==> src/rtl/split_vec_sampler_pkg.sv <==
// Shared types and helpers for the split constraint vector sampler.
package split_sampler_pkg;

  typedef enum logic [1:0] {
    ST_LOAD  = 2'd0,
    ST_CHECK = 2'd1,
    ST_OUT   = 2'd2,
    ST_FAIL  = 2'd3
  } state_e;

  localparam int STAT_W = 16;

  function automatic int num_words(input int vec_w, input int word_w);
    return (vec_w + word_w - 1) / word_w;
  endfunction

endpackage

==> src/rtl/split_word_packer.sv <==
// Packs a stream of WORD_W words into a VEC_W vector; the final slot keeps
// only the low bits that fit inside VEC_W.
module split_word_packer
  import split_sampler_pkg::*;
#(
  parameter int VEC_W  = 512,
  parameter int WORD_W = 32
) (
  input  logic              clk,
  input  logic              rst_n,
  input  logic              load_en,
  input  logic [WORD_W-1:0] word,
  output logic              last,
  output logic [VEC_W-1:0]  vec
);

  localparam int NW = num_words(VEC_W, WORD_W);
  localparam int KW = (NW > 1) ? $clog2(NW) : 1;

  logic [KW-1:0] k;

  assign last = load_en && (k == KW'(NW - 1));

  always_ff @(posedge clk or negedge rst_n) begin
    if (!rst_n)       k <= '0;
    else if (load_en) k <= last ? '0 : k + KW'(1);
  end

  for (genvar g = 0; g < NW; g++) begin : g_slot
    localparam int SW = (g == NW - 1) ? (VEC_W - g * WORD_W) : WORD_W;
    logic [SW-1:0] slot;

    always_ff @(posedge clk or negedge rst_n) begin
      if (!rst_n)                            slot <= '0;
      else if (load_en && (k == KW'(g)))     slot <= word[SW-1:0];
    end

    assign vec[g*WORD_W +: SW] = slot;
  end

endmodule

==> src/rtl/split_vec_sampler.sv <==
// Rejection sampler: fills a candidate vector from random words, samples the
// split checker verdict and forwards accepted vectors. Optional counters
// under SPLIT_SAMPLER_STATS_EN.
module split_vec_sampler
  import split_sampler_pkg::*;
#(
  parameter int VEC_W     = 512,
  parameter int WORD_W    = 32,
  parameter int MAX_TRIES = 1024
) (
  input  logic              clk,
  input  logic              rst_n,
  input  logic              in_valid,
  output logic              in_ready,
  input  logic [WORD_W-1:0] in_data,
  output logic [VEC_W-1:0]  cand_vec,
  input  logic              check_ok,
  output logic              out_valid,
  input  logic              out_ready,
  output logic [VEC_W-1:0]  out_vec,
  output logic              fail,
`ifdef SPLIT_SAMPLER_STATS_EN
  output logic [STAT_W-1:0] acc_cnt,
  output logic [STAT_W-1:0] rej_cnt,
`endif
  input  logic              clr
);

  localparam int TW = $clog2(MAX_TRIES + 1);

  state_e        state, state_nxt;
  logic          live;
  logic          last;
  logic [TW-1:0] try_cnt, try_nxt;
  logic          rej_last;

  assign try_nxt  = try_cnt + TW'(1);
  assign rej_last = (try_nxt == TW'(MAX_TRIES));

  split_word_packer #(.VEC_W(VEC_W), .WORD_W(WORD_W)) u_packer (
    .clk     (clk),
    .rst_n   (rst_n),
    .load_en (in_valid && in_ready),
    .word    (in_data),
    .last    (last),
    .vec     (cand_vec)
  );

  // Holds in_ready low for the first cycle out of reset so every output is 0 in reset.
  always_ff @(posedge clk or negedge rst_n) begin
    if (!rst_n) live <= 1'b0;
    else        live <= 1'b1;
  end

  always_ff @(posedge clk or negedge rst_n) begin
    if (!rst_n) state <= ST_LOAD;
    else        state <= state_nxt;
  end

  always_comb begin
    state_nxt = state;
    unique case (state)
      ST_LOAD:  if (last)      state_nxt = ST_CHECK;
      ST_CHECK: if (check_ok)  state_nxt = ST_OUT;
                else           state_nxt = rej_last ? ST_FAIL : ST_LOAD;
      ST_OUT:   if (out_ready) state_nxt = ST_LOAD;
      ST_FAIL:  if (clr)       state_nxt = ST_LOAD;
      default:                 state_nxt = ST_LOAD;
    endcase
  end

  always_comb begin
    in_ready  = live && (state == ST_LOAD);
    out_valid = (state == ST_OUT);
  end

  // The verdict of a CHECK cycle takes precedence over a coincident clr.
  always_ff @(posedge clk or negedge rst_n) begin
    if (!rst_n) begin
      try_cnt <= '0;
      fail    <= 1'b0;
    end else if (state == ST_CHECK) begin
      if (check_ok) try_cnt <= '0;
      else begin
        try_cnt <= try_nxt;
        if (rej_last) fail <= 1'b1;
      end
    end else if (clr) begin
      try_cnt <= '0;
      fail    <= 1'b0;
    end
  end

  always_ff @(posedge clk or negedge rst_n) begin
    if (!rst_n)                             out_vec <= '0;
    else if (state == ST_CHECK && check_ok) out_vec <= cand_vec;
  end

`ifdef SPLIT_SAMPLER_STATS_EN
  always_ff @(posedge clk or negedge rst_n) begin
    if (!rst_n) begin
      acc_cnt <= '0;
      rej_cnt <= '0;
    end else if (state == ST_CHECK) begin
      if (check_ok && (acc_cnt != '1))  acc_cnt <= acc_cnt + STAT_W'(1);
      if (!check_ok && (rej_cnt != '1)) rej_cnt <= rej_cnt + STAT_W'(1);
    end
  end
`endif

endmodule

==> config.mk <==
export PLATFORM = sky130hd
export DESIGN_NAME = split_vec_sampler
export DESIGN_NICKNAME = d
export VERILOG_FILES = /design/src/rtl/split_vec_sampler_pkg.sv /design/src/rtl/split_word_packer.sv /design/src/rtl/split_vec_sampler.sv
export SDC_FILE = /design/constraint.sdc
export NUM_CORES = 1
export LEC_CHECK = 0
export ABC_AREA = 1
export BUFFER_PORTS_ARGS = -buffer_cell sky130_fd_sc_hd__buf_2
export CAP_MARGIN = 20
export CELL_PAD_IN_SITES_DETAIL_PLACEMENT = 0
export CELL_PAD_IN_SITES_GLOBAL_PLACEMENT = 1
export CORE_AREA = 2 2 409 411
export DETAILED_ROUTE_END_ITERATION = 6
export DIE_AREA = 0 0 411 413
export GPL_TIMING_DRIVEN = 0
export PLACE_DENSITY = 0.54
export SYNTH_ARGS = -nofsm -noshare
export SYNTH_HDL_FRONTEND = slang
export SYNTH_HIERARCHICAL = 1
export SYNTH_SLANG_ARGS = --single-unit
==> constraint.sdc <==
create_clock -name clk -period 2.25 [get_ports clk]
set_input_delay 0.1125 -clock clk [delete_from_list [all_inputs] [get_ports clk]]
set_output_delay 0.1125 -clock clk [all_outputs]
set_load 0.02 [all_outputs]
After elaboration in Yosys (flattened, before gate mapping) --
Index checks and enable logic that the tools add are counted.
Operators by class: divide/modulo/power cells 0, mux-type cells 14, multipliers 0, equality and inequality tests 24, $add $sub $neg 2, shift operators 0, $lt $le $gt $ge 0, bitwise operators 0, reductions and logical operators 24
Operator list (count):
- $mux 11 | 3
- $eq 4x4->1 const B | 8
- $logic_and 1x1->1 | 19
- $eq 4x3->1 const B | 4
- $add 11x1->11 const B | 1
- $eq 11x11->1 const B | 1
- $mux 2 | 5
- $eq 4x2->1 const B | 2
- $pmux 2 s4 | 1
- $ne 2x2->1 const B | 3
- $reduce_and 3->1 | 2
- $add 4x1->4 const B | 1
- $eq 2x2->1 const B | 2
- $eq 4x1->1 const B | 1
- $logic_not 4->1 | 1
- $mux 1 | 4
- $mux 4 | 1
- $ne 2x1->1 const B | 2
- $eq 2x1->1 const B | 1
- $logic_not 2->1 | 1
- $reduce_bool 2->1 | 1
Storage, ports and cells: output and inout port bits 1027, ROM bits 0, memories 0, latch bits 0, input port bits 38, register bits after elaboration 1043, memory bits (writable) 0, word-level logic and storage cells 86

Longest topological paths before layout --
Gate-level depths: netlist of run 1.
depth in word-level cells 6, mapped depth 11, mapped depth without buffers 11

By module --
Netlist of run 1, hierarchy kept.
Modules (own cells, without submodules):
- split_vec_sampler | sequential area each 13187.6 um^2, area an instance 20050.5 um^2, times used 1, cells each 1202
- split_word_packer | sequential area each 12912.4 um^2, area an instance 19590.0 um^2, times used 1, cells each 2160

Least setup slack after synthesis of run 1 --
OpenSTA, ideal clock, no wires.
path type reg2reg, start point register state[0], end point register state[1], data required time 2128 ps, stages on the path, launching flop included 12, library setup time 122 ps, slack 551 ps, period minus slack after synthesis 1699 ps, data arrival time 1577 ps, buffers on the path 2, cells stage by stage dfrtp_1 -> nor2_1 -> and3_1 -> buf_4 -> nand2_2 -> nor2_4 -> buf_4 -> nor2_1 -> inv_1 -> nand3_1 -> nor2_1 -> a21oi_1
On the way: longest elaborated chain between the ends 6, elaborated cells on any way between the ends 12, those cells by class eq/ne: 6; mux: 1; reduce/logical: 5
RTL lines:
- start: declaration | line split_vec_sampler.sv:31 | state_e state, state_nxt;
- start signal: assignment | line split_vec_sampler.sv:57 | else state <= state_nxt;
- $logic_not 2->1 | line split_vec_sampler.sv:73 | in_ready = live && (state == ST_LOAD);
- $logic_and 1x1->1 | line split_vec_sampler.sv:73
- $logic_and 1x1->1 | line split_vec_sampler.sv:43 | .load_en (in_valid && in_ready),
- $logic_and 1x1->1 | line split_word_packer.sv:22 | assign last = load_en && (k == KW'(NW - 1));
- net last | line split_vec_sampler.sv:33 | logic last;
- $ne 2x1->1 (no source line)
- $reduce_and 3->1 (no source line)
The timed path passes the listed nets, and every way through them passes these cells. A chain may end at the register's enable or synchronous reset.

Worst setup path after layout of run 1 --
start point register try_cnt[1], end point register fail
On the way: longest elaborated chain between the ends 4
RTL lines:
- start: declaration | line split_vec_sampler.sv:34 | logic [TW-1:0] try_cnt, try_nxt;
- start signal: assignment | line split_vec_sampler.sv:85 | try_cnt <= try_nxt;
- $add 11x1->11 | line split_vec_sampler.sv:37 | assign try_nxt = try_cnt + TW'(1);
- $eq 11x11->1 | line split_vec_sampler.sv:38 | assign rej_last = (try_nxt == TW'(MAX_TRIES));
- $ne 2x2->1 (no source line)
- $reduce_and 3->1 (no source line)
- end signal: assignment | line split_vec_sampler.sv:81 | fail <= 1'b0;
- end signal: assignment | line split_vec_sampler.sv:86 | if (rej_last) fail <= 1'b1;
- end signal: assignment | line split_vec_sampler.sv:90 | fail <= 1'b0;
- end: declaration | line split_vec_sampler.sv:21 | output logic fail,
Every way passes these cells.

==> results of run 1 <==
## metrics by stage
stage / setup WS [ns] / cells / utilization
2_1_floorplan: 0.551 / 3362 / -
3_3_place_gp: -23.64 / 6630 / 0.288
3_5_place_dp: -0.982 / 6648 / 0.290
4_1_cts: -0.0338 / 6926 / 0.321
5_1_grt: -0.0382 / 6932 / 0.322
6_report: 0.0974 / 6933 / 0.322
## layout make-up
| cell class | instances | area [um2] | share of cell area |
|---|---|---|---|
| plain buffers | 199 | 1340 | 0.0250 |
| repair buffers | 1130 | 6210 | 0.116 |
| multi-input cells | 2059 | 12200 | 0.229 |
| flip-flops and latches | 1043 | 26100 | 0.489 |
| diodes | 1 | 2.50 | 0.0000469 |
| inverters | 61 | 239 | 0.00448 |
| well taps | 2204 | 2760 | 0.0517 |
| clock buffers | 186 | 3750 | 0.0702 |
| clock inverters | 50 | 771 | 0.0144 |
## how the worst max path moves through the flow
stage	start	slack, ns	to	cells after the start
after CTS	u_packer/k[2]	-0.03	u_packer/g_slot[11].slot[1]	7
after floorplan	state[0]	0.55	state[1]	11
after detailed placement	state[0]	-0.98	u_packer/g_slot[4].slot[26]	8
final	try_cnt[1]	0.1	fail	10
after global routing	state[0]	-0.04	u_packer/g_slot[5].slot[22]	8
after global placement	rst_n	-23.64	u_packer/g_slot[7].slot[21]	1
## sequential cells by signal (all words and copies together) (netlist names)
register              count
try_cnt                  11
u_packer/k                4
fail                      1
state                     2
out_vec                 512
live                      1
u_packer/g_slot.slot    512
## power by group through the flow
| stage | registers (mW) | logic, mW | clock network, mW |
|---|---|---|---|
| 3_3_place_gp | 32.7 | 30.7 | 0 |
| 2_1_floorplan | 39.4 | 8.17 | 0 |
| 5_1_grt | 33.3 | 32.7 | 23.5 |
| 6_report | 32.4 | 30.6 | 22.1 |
| 3_5_place_dp | 32.8 | 30.9 | 0 |
| 4_1_cts | 32.6 | 31.1 | 22.8 |
## cells in the final DEF, fill, tap and decap left out, types with 15 or more instances in the layout
cell type	count
nor2_1	18
buf_2	1113
dlygate4sd3_1	39
mux2_2	465
o21ai_0	265
clkbuf_2	15
clkbuf_16	133
clkinv_2	18
nand3_1	16
clkbuf_8	24
dfrtp_1	1043
mux2_1	47
inv_1	58
nand2_1	1194
clkbuf_1	85
buf_6	59
buf_4	22
## cells by family after synthesis
family          after synthesis
simple gates               1265
xor+xnor                      3
mux                         512
buf+inv                     260
fa+ha+maj                     5
other cells                   1
flops                      1043
compound gates              273
## worst reg2reg max path, cell delays in order (launching register included)
cell and delay [ns]:
dfrtp_1 0.38, ha_2 0.23, nand3_2 0.14, nor2_2 0.17, nand3_1 0.09, nand2_1 0.09, nand2_1 0.08, nor2_1 0.17
nand3_1 0.13, nand2_1 0.08, dlygate4sd3_1 0.54
## repair_timing
item / 4_1_cts / 5_1_grt
hold endpoints to repair: 535 / 0
hold buffers: 39 / 0
setup endpoints to repair: 411 / 462
pin swaps: 2 / 3
setup buffers: 3 / 3
gates resized for setup: 58 / 53
cloned: 0 / 1
## layer usage
metal,vias to the layer above,part of all wire
met1,15600,0.38
met3,218,0.069
met4,0,0.035
met2,950,0.52
met5,-,0
li1,13500,-
==> impl_metrics.toml, run 1 <==
[yosys]
synth_compound_area_frac = 0.0348
synth_top_area_share = 0.658
synth_nets = 3405
yosys-top-cells-count = "nand2_1, dfrtp_1, mux2_2"
synth-edff-count = 0
syn_inst = 3362
syn_avg_cell_area_um2 = 11.8
async_flop_share = 1.00
yosys.area_share.adder = 0.00158
synth_most_common_cell = "nand2_1"
synth_cell_types = 29
synthTopCellsByArea = "dfrtp_1, mux2_2, nand2_1"
synthXorXnorAreaFrac = 0.000663
ys_seq_elements = 1043
yosysWarnings = 6
synth_mux_area_frac = 0.145
synth_area_leader_cell = "dfrtp_1"
synth_top_family_by_area = "multiplexers"
synthSimpleGateAreaFrac = 0.122
synth_top_flop_cell = "dfrtp_1"
syn_area_um2 = 39600
synth-seq-area-share = 0.658

[cts]
numCtsBuffers = 130
worst_skew_pair.late_latency_ns = 0.79
cts_root_buffer = "clkbuf_16"
cts_buffer_depth = 3
clock-sinks = 1043
cts_tree = "yes"
clkSlewWorstSetupHoldPaths_ns = 0.06
htree_num_levels = 4

[setup_path]
path_max_fanout = 4
criticalPathCategory = "flip-flop to flip-flop"
reg2reg_setup_slack_ns = 0.1
required_ns = 2.95
cpPeakStageDelay_ns = 0.54
cp_num_buf_inv = 1
path_cells = "ha_2 -> nand3_2 -> nor2_2 -> nand3_1 -> nand2_1 -> nand2_1 -> nor2_1 -> nand3_1 -> nand2_1 -> dlygate4sd3_1"
startpoint_type = "flip-flop"
cp_top_family = "simple AND/OR/NAND/NOR gates"
cp-end-kind = "flip-flop"
rr_endpoint = "fail"
cpMostUsedCell = "nand2_1"
worst_r2r_path_depth = 10
slowest_stage = "dlygate4sd3_1"
r2r_start = "try_cnt[1]"
worstPathArrival_ns = 2.85

[die]
io_pins = 1065
fp.dieW_um = 411
start_util = 0.239
num_rows = 150
die_y_um = 413
fp.dieArea_um2 = 170000
core-area_um2 = 166000

[pwr]
power_mw = 85.1
p_leak_nw = 29.5
powerDensity_nw_per_um2 = 1600
p_comb_frac = 0.359
clockPowerShare = 0.260
internal-power_mw = 49.6
switching_share = 0.418
switchingPower_mw = 35.6
seqPwrFrac = 0.381
vdd.ir_drop.worst_mv = 0.850

[route]
viasPerCell = 4.36
drc_errors = 0
wl_per_cell_um = 27.0
dr.pass1.iters = 5
drtIter0Drc = 1853
vias = 30200
wl_mm = 187
postRouteAntennaNets = 0

[global_routing]
grt_pass1_vias = 30300
grt_util_all_layers = 0.215
grt_pass1_wl_mm = 252
busiest_layer = "met2"
grt_max_degree = 158
grtUsageMet3 = 0.0619
antenna_found_initial = 1
met2_usage = 0.386
grtUsageMet1 = 0.240
grt_overflow_total = 0

[placed_design]
hpwlAfterDp_mm = 144
place_congestion = 0.809
dpl-instance-area_um2 = 48100
port_buffers = 1064

[worst_hold_path]
hold_path_startpoint = "in_data[27]"
hp-class = "primary input to flip-flop"
hold-path-endpoint = "u_packer/g_slot[11].slot[27]"
hold_depth = 4

[timing]
min_period_ns = 2.15
fin_crit_sh = 0.957
drv_slew = 0
finalSetupViolations = 0
whs_ns = 0.166
rsz0062_at_grt = "true"
worstMarginPinSlew_ns = 1.15
final.setup_skew_ns = 0.0292
hold_viol_final = 0
tns_ns = 0
fmaxAchievable_mhz = 465
max_slew_margin = 0.233

[final_layout]
fill_cells = 17300
drive_above_1_share = 0.411
final_nets = 4667
post-route-cell-area_um2 = 53400
syn_to_final_growth_pct = 34.7

[outcome]
status = "complete, no violations"

[flow_run]
maxCapViolCount = 0
No activity file was read; power rests on OpenSTA's default activity.
==> inputs of run 2 (changes only) <==
==> constraint.sdc (replaced) <==
create_clock -name clk -period 2.25 [get_ports clk]
set_input_delay 0.225 -clock clk [delete_from_list [all_inputs] [get_ports clk]]
set_output_delay 0.225 -clock clk [all_outputs]
set_load 0.02 [all_outputs]
==> run 2 against run 1 <==
Effect of this change: the run now ends with negative hold slack left; global-route usage is essentially flat; sequential share of layout area is essentially flat; worst setup slack got worse by 0.027 ns; register-to-register slack got worse by 0.03 ns; maximum frequency decreased by 1.3%; critical path depth down 2; worst hold slack worse by 0.94 ns; utilization about the same; clock-buffer cell count did not move; clock power about the same; clock skew shrank 0.0014 ns; largest power group unchanged.
==> impl_metrics.toml, run 2 (synthesis results as in run 1) <==
[cts]
cts_root_buffer = "clkbuf_16"
cts_tree = "yes"
numCtsBuffers = 130
cts_hold_buf = 37
htree_num_levels = 4
clkSlewWorstSetupHoldPaths_ns = 0.06
clock-sinks = 1043
worst_skew_pair.late_latency_ns = 0.79
cts_buffer_depth = 3

[final_layout]
post-route-cell-area_um2 = 53400
final_cell_mix = "nand2_1, buf_2, dfrtp_1, mux2_2, o21ai_0"
syn_to_final_growth_pct = 34.6
final_nets = 4666
final_common_cell = "nand2_1"
final_util = 0.322
drive_above_1_share = 0.411
layout_top_registers = "out_vec: 512 flops, u_packer/g_slot.slot: 512 flops, try_cnt: 11 flops"

[route]
dr.pass1.iters = 5
wl_per_cell_um = 26.9
drtIter0Drc = 1889
wl_mm = 187
postRouteAntennaNets = 0
vias = 30200
viasPerCell = 4.35
drc_errors = 0

[placed_design]
place_congestion = 0.809
port_buffers = 1064
dpl-instance-area_um2 = 48100
hpwlAfterDp_mm = 144

[pwr]
p_leak_nw = 29.5
vdd.ir_drop.worst_mv = 0.844
powerDensity_nw_per_um2 = 1600

[die]
core-area_um2 = 166000
fp.dieW_um = 411
fp.dieArea_um2 = 170000
io_pins = 1065
num_rows = 150
start_util = 0.239
die_y_um = 413

[global_routing]
grt_max_degree = 158
grt_pass1_wl_mm = 252
grt_overflow_total = 0
grt_pass1_vias = 30300
antenna_found_initial = 1
grt_util_all_layers = 0.215

[setup_path]
slowest_stage = "dfrtp_1"
cpPeakStageDelay_ns = 0.43
required_ns = 2.93
startpoint_type = "flip-flop"
path_max_fanout = 10
critPathLaunch = "state[0]"
cp_num_buf_inv = 3
cp-end-kind = "flip-flop"
worstPathArrival_ns = 2.86
path_cells = "nor2_2 -> and3_1 -> buf_4 -> nand2_4 -> clkinvlp_4 -> nand2_4 -> buf_4 -> o21ai_0"
r2r_start = "state[0]"
cp_top_family = "buffers and inverters"
criticalPathCategory = "flip-flop to flip-flop"

[worst_hold_path]
hp-class = "primary input to async pin"

[timing]
tns_ns = 0
final.setup_skew_ns = 0.0277
max_slew_margin = 0.217
hold_viol_final = 308
min_period_ns = 2.18
fmaxAchievable_mhz = 459
rsz0062_at_grt = "true"
fin_crit_sh = 0.969
finalSetupViolations = 0
whs_ns = -0.774
worstMarginPinSlew_ns = 1.17
drv_slew = 0

[outcome]
violations = "negative hold slack"
status = "finished with violations"

[flow_run]
maxCapViolCount = 0
## run 2: final timing paths
check	slack, ns	cells after the start	endpoint
setup / recovery	0.07	8	u_packer/g_slot[1].slot[18]
hold / removal	-0.77	1	out_vec[82]
setup reg to reg	0.07	8	u_packer/g_slot[1].slot[18]
hold reg to reg	0.48	1	out_vec[42]
max in group asynchronous	0.83	4	u_packer/g_slot[6].slot[23]
min in group clk	0.28	4	u_packer/g_slot[15].slot[26]
## run 2: repair_timing
item / 4_1_cts / 5_1_grt
setup buffers: 3 / 5
endpoints found under the hold margin: 506 / 308
gates resized for setup: 58 / 56
pin swaps: 2 / 3
endpoints found under the setup margin: 411 / 332
## run 2: power by group
part,switching [mW],internal [mW]
Clock,8.90,13.2
Sequential,6.32,26.1
Combinational,20.3,10.3
## run 2: final cells by class
type | count | area (um2)
Antenna cell | 1 | 2.50
Buffer | 199 | 1330
Clock buffer | 186 | 3750
Clock inverter | 50 | 771
Fill cell | 17300 | 113000
Inverter | 61 | 239
Multi-Input combinational cell | 2059 | 12200
Sequential cell | 1043 | 26100
Tap cell | 2204 | 2760
Timing Repair Buffer | 1129 | 6200
## run 2: per-stage QoR
step                setup WS [ns]  hold WS, ns  power, mW  std cells
finish                     0.0700       -0.774       85.1       6932
global route              -0.0483       -0.845       89.6       6931
CTS                       -0.0338       -0.860       86.5       6924
detailed placement         -0.982       0.0193       63.7       6648
global placement           -23.75        0.465       63.4       6630
floorplan                   0.551      -0.0706       47.6       3362
## run 2: per-layer routing
layer	wire length, um	share of wire	vias to the layer above	track usage
met2	97300	0.52	954	0.386
met5	0	0	-	0
met4	6510	0.035	0	0.0770
met3	12900	0.069	214	0.0619
met1	70000	0.38	15500	0.240
li1	-	-	13500	-
==> inputs of run 3 (changes only) <==
Settings changed: CORE_AREA 2 2 409 411 to 2 2 414 416, DIE_AREA 0 0 411 413 to 0 0 416 418, PLACE_DENSITY 0.54 to 0.53.
==> run 3 against run 2 <==
Effect of this change: global-route usage decreased by 0.73 points; worst setup slack improved by 0.056 ns; cell count hardly changed; the run now ends clean; critical path type unchanged.
==> impl_metrics.toml, run 3 (synthesis results as in run 1) <==
[timing]
hold_viol_final = 0
whs_ns = 0.238
max_slew_margin = 0.206
fmaxAchievable_mhz = 471
rsz0062_at_grt = "true"
tns_ns = 0
fin_crit_sh = 0.944
setup_slack_ns = 0.126
finalSetupViolations = 0
min_period_ns = 2.12
worstMarginPinSlew_ns = 1.19
final.setup_skew_ns = 0.0355
drv_slew = 0

[worst_hold_path]
hp-class = "primary input to async pin"

[global_routing]
grt_pass1_vias = 30000
grt_pass1_wl_mm = 251
grt_overflow_total = 0
grt_util_all_layers = 0.207
antenna_found_initial = 13
grt_max_degree = 159

[placed_design]
place_congestion = 0.817
hpwlAfterDp_mm = 142
port_buffers = 1064
pre_cts_ws_ns = -1.11
dpl-instance-area_um2 = 48200

[final_layout]
syn_to_final_growth_pct = 34.2
fill_cells = 17500
post-route-cell-area_um2 = 53200
final_common_cell = "nand2_1"
drive_above_1_share = 0.410
antenna_cells = 0
layout_top_registers = "out_vec: 512 flops, u_packer/g_slot.slot: 512 flops, try_cnt: 11 flops"
final_nets = 4665
final_cell_mix = "nand2_1, buf_2, dfrtp_1, mux2_2, o21ai_0"

[cts]
cts_root_buffer = "clkbuf_16"
clock-sinks = 1043
clkSlewWorstSetupHoldPaths_ns = 0.06
cts_buffer_depth = 3
cts_tree = "yes"
numCtsBuffers = 121
htree_num_levels = 3
worst_skew_pair.late_latency_ns = 0.77

[setup_path]
criticalPathCategory = "flip-flop to flip-flop"
startpoint_type = "flip-flop"
r2r_start = "state[0]"
path_cells = "nor2_1 -> and3_1 -> buf_6 -> nand2_8 -> clkinvlp_4 -> nand2_4 -> clkbuf_4 -> nand2_1 -> o21ai_0"
cpPeakStageDelay_ns = 0.41
cp_top_family = "simple AND/OR/NAND/NOR gates"
crit_cells = 9
reg2reg_setup_slack_ns = 0.13
crit_end = "u_packer/g_slot[2].slot[24]"
slowest_stage = "dfrtp_1"
path_max_fanout = 10
cp-end-kind = "flip-flop"
worst_r2r_path_depth = 9
worstPathArrival_ns = 2.77
rr_endpoint = "u_packer/g_slot[2].slot[24]"
required_ns = 2.90
critPathLaunch = "state[0]"
cp_num_buf_inv = 3

[die]
num_rows = 151
fp.dieW_um = 416
io_pins = 1065
die_y_um = 418
start_util = 0.234
core-area_um2 = 169000
fp.dieArea_um2 = 174000

[route]
viasPerCell = 4.33
vias = 30100
dr.pass1.iters = 6
wl_per_cell_um = 26.7
wl_mm = 185
postRouteAntennaNets = 0
drtIter0Drc = 1981
drc_errors = 0

[pwr]
powerDensity_nw_per_um2 = 1570
power_mw = 83.3
vdd.ir_drop.worst_mv = 0.773
p_leak_nw = 29.4

[flow_run]
maxCapViolCount = 0

[outcome]
status = "complete, no violations"
-- run 3: how the worst min path moves through the flow --
stage / startpoint / to / cells after the start
global route: rst_n / u_packer/g_slot[11].slot[1] / 4
detailed placement: rst_n / out_vec[80] / 1
global placement: out_vec[45] / out_vec[45] / 1
CTS: rst_n / u_packer/g_slot[11].slot[1] / 4
finish: rst_n / out_vec[84] / 4
floorplan: rst_n / fail / 0
-- run 3: timing repair --
action,CTS,global route
resized for setup,75,37
setup endpoints to repair,410,461
buffers inserted,7,2
gates cloned,0,1
hold buffers,39,0
endpoints found under the hold margin,710,0
pin swaps,3,3
-- run 3: layout make-up --
cell class	count	area [um2]	area share
flip-flops and latches	1043	26100	0.491
multi-input cells	2059	12300	0.230
repair buffers	1137	6360	0.120
clock buffers	188	3660	0.0689
well taps	2218	2780	0.0522
plain buffers	199	1360	0.0255
clock inverters	33	438	0.00823
inverters	61	240	0.00452
-- run 3: report_power, final --
group | internal (mW) | total, mW | switching [mW]
Clock | 11.8 | 20.3 | 8.42
Sequential | 26.1 | 33.0 | 6.89
Combinational | 10.3 | 30.0 | 19.7
Total | 48.2 | 83.3 | 35.0
-- run 3: per-stage QoR --
stage               utilization  instances
finish                    0.315       6938
global route              0.315       6938
CTS                       0.314       6934
detailed placement        0.285       6667
global placement          0.282       6644
floorplan                     -       3362
-- run 3: worst register-to-register path: stages (launching register included) --
cell        delay, ns
dfrtp_1          0.41
nor2_1           0.18
and3_1           0.20
buf_6            0.21
nand2_8          0.16
clkinvlp_4       0.19
nand2_4          0.19
clkbuf_4         0.32
nand2_1          0.07
o21ai_0          0.08
-- run 3: metal layers --
| metal | wire length (um) | global-route usage |
|---|---|---|
| met5 | 0 | 0 |
| met4 | 6550 | 0.0736 |
| met3 | 10400 | 0.0449 |
| met2 | 97000 | 0.375 |
| met1 | 71300 | 0.240 |
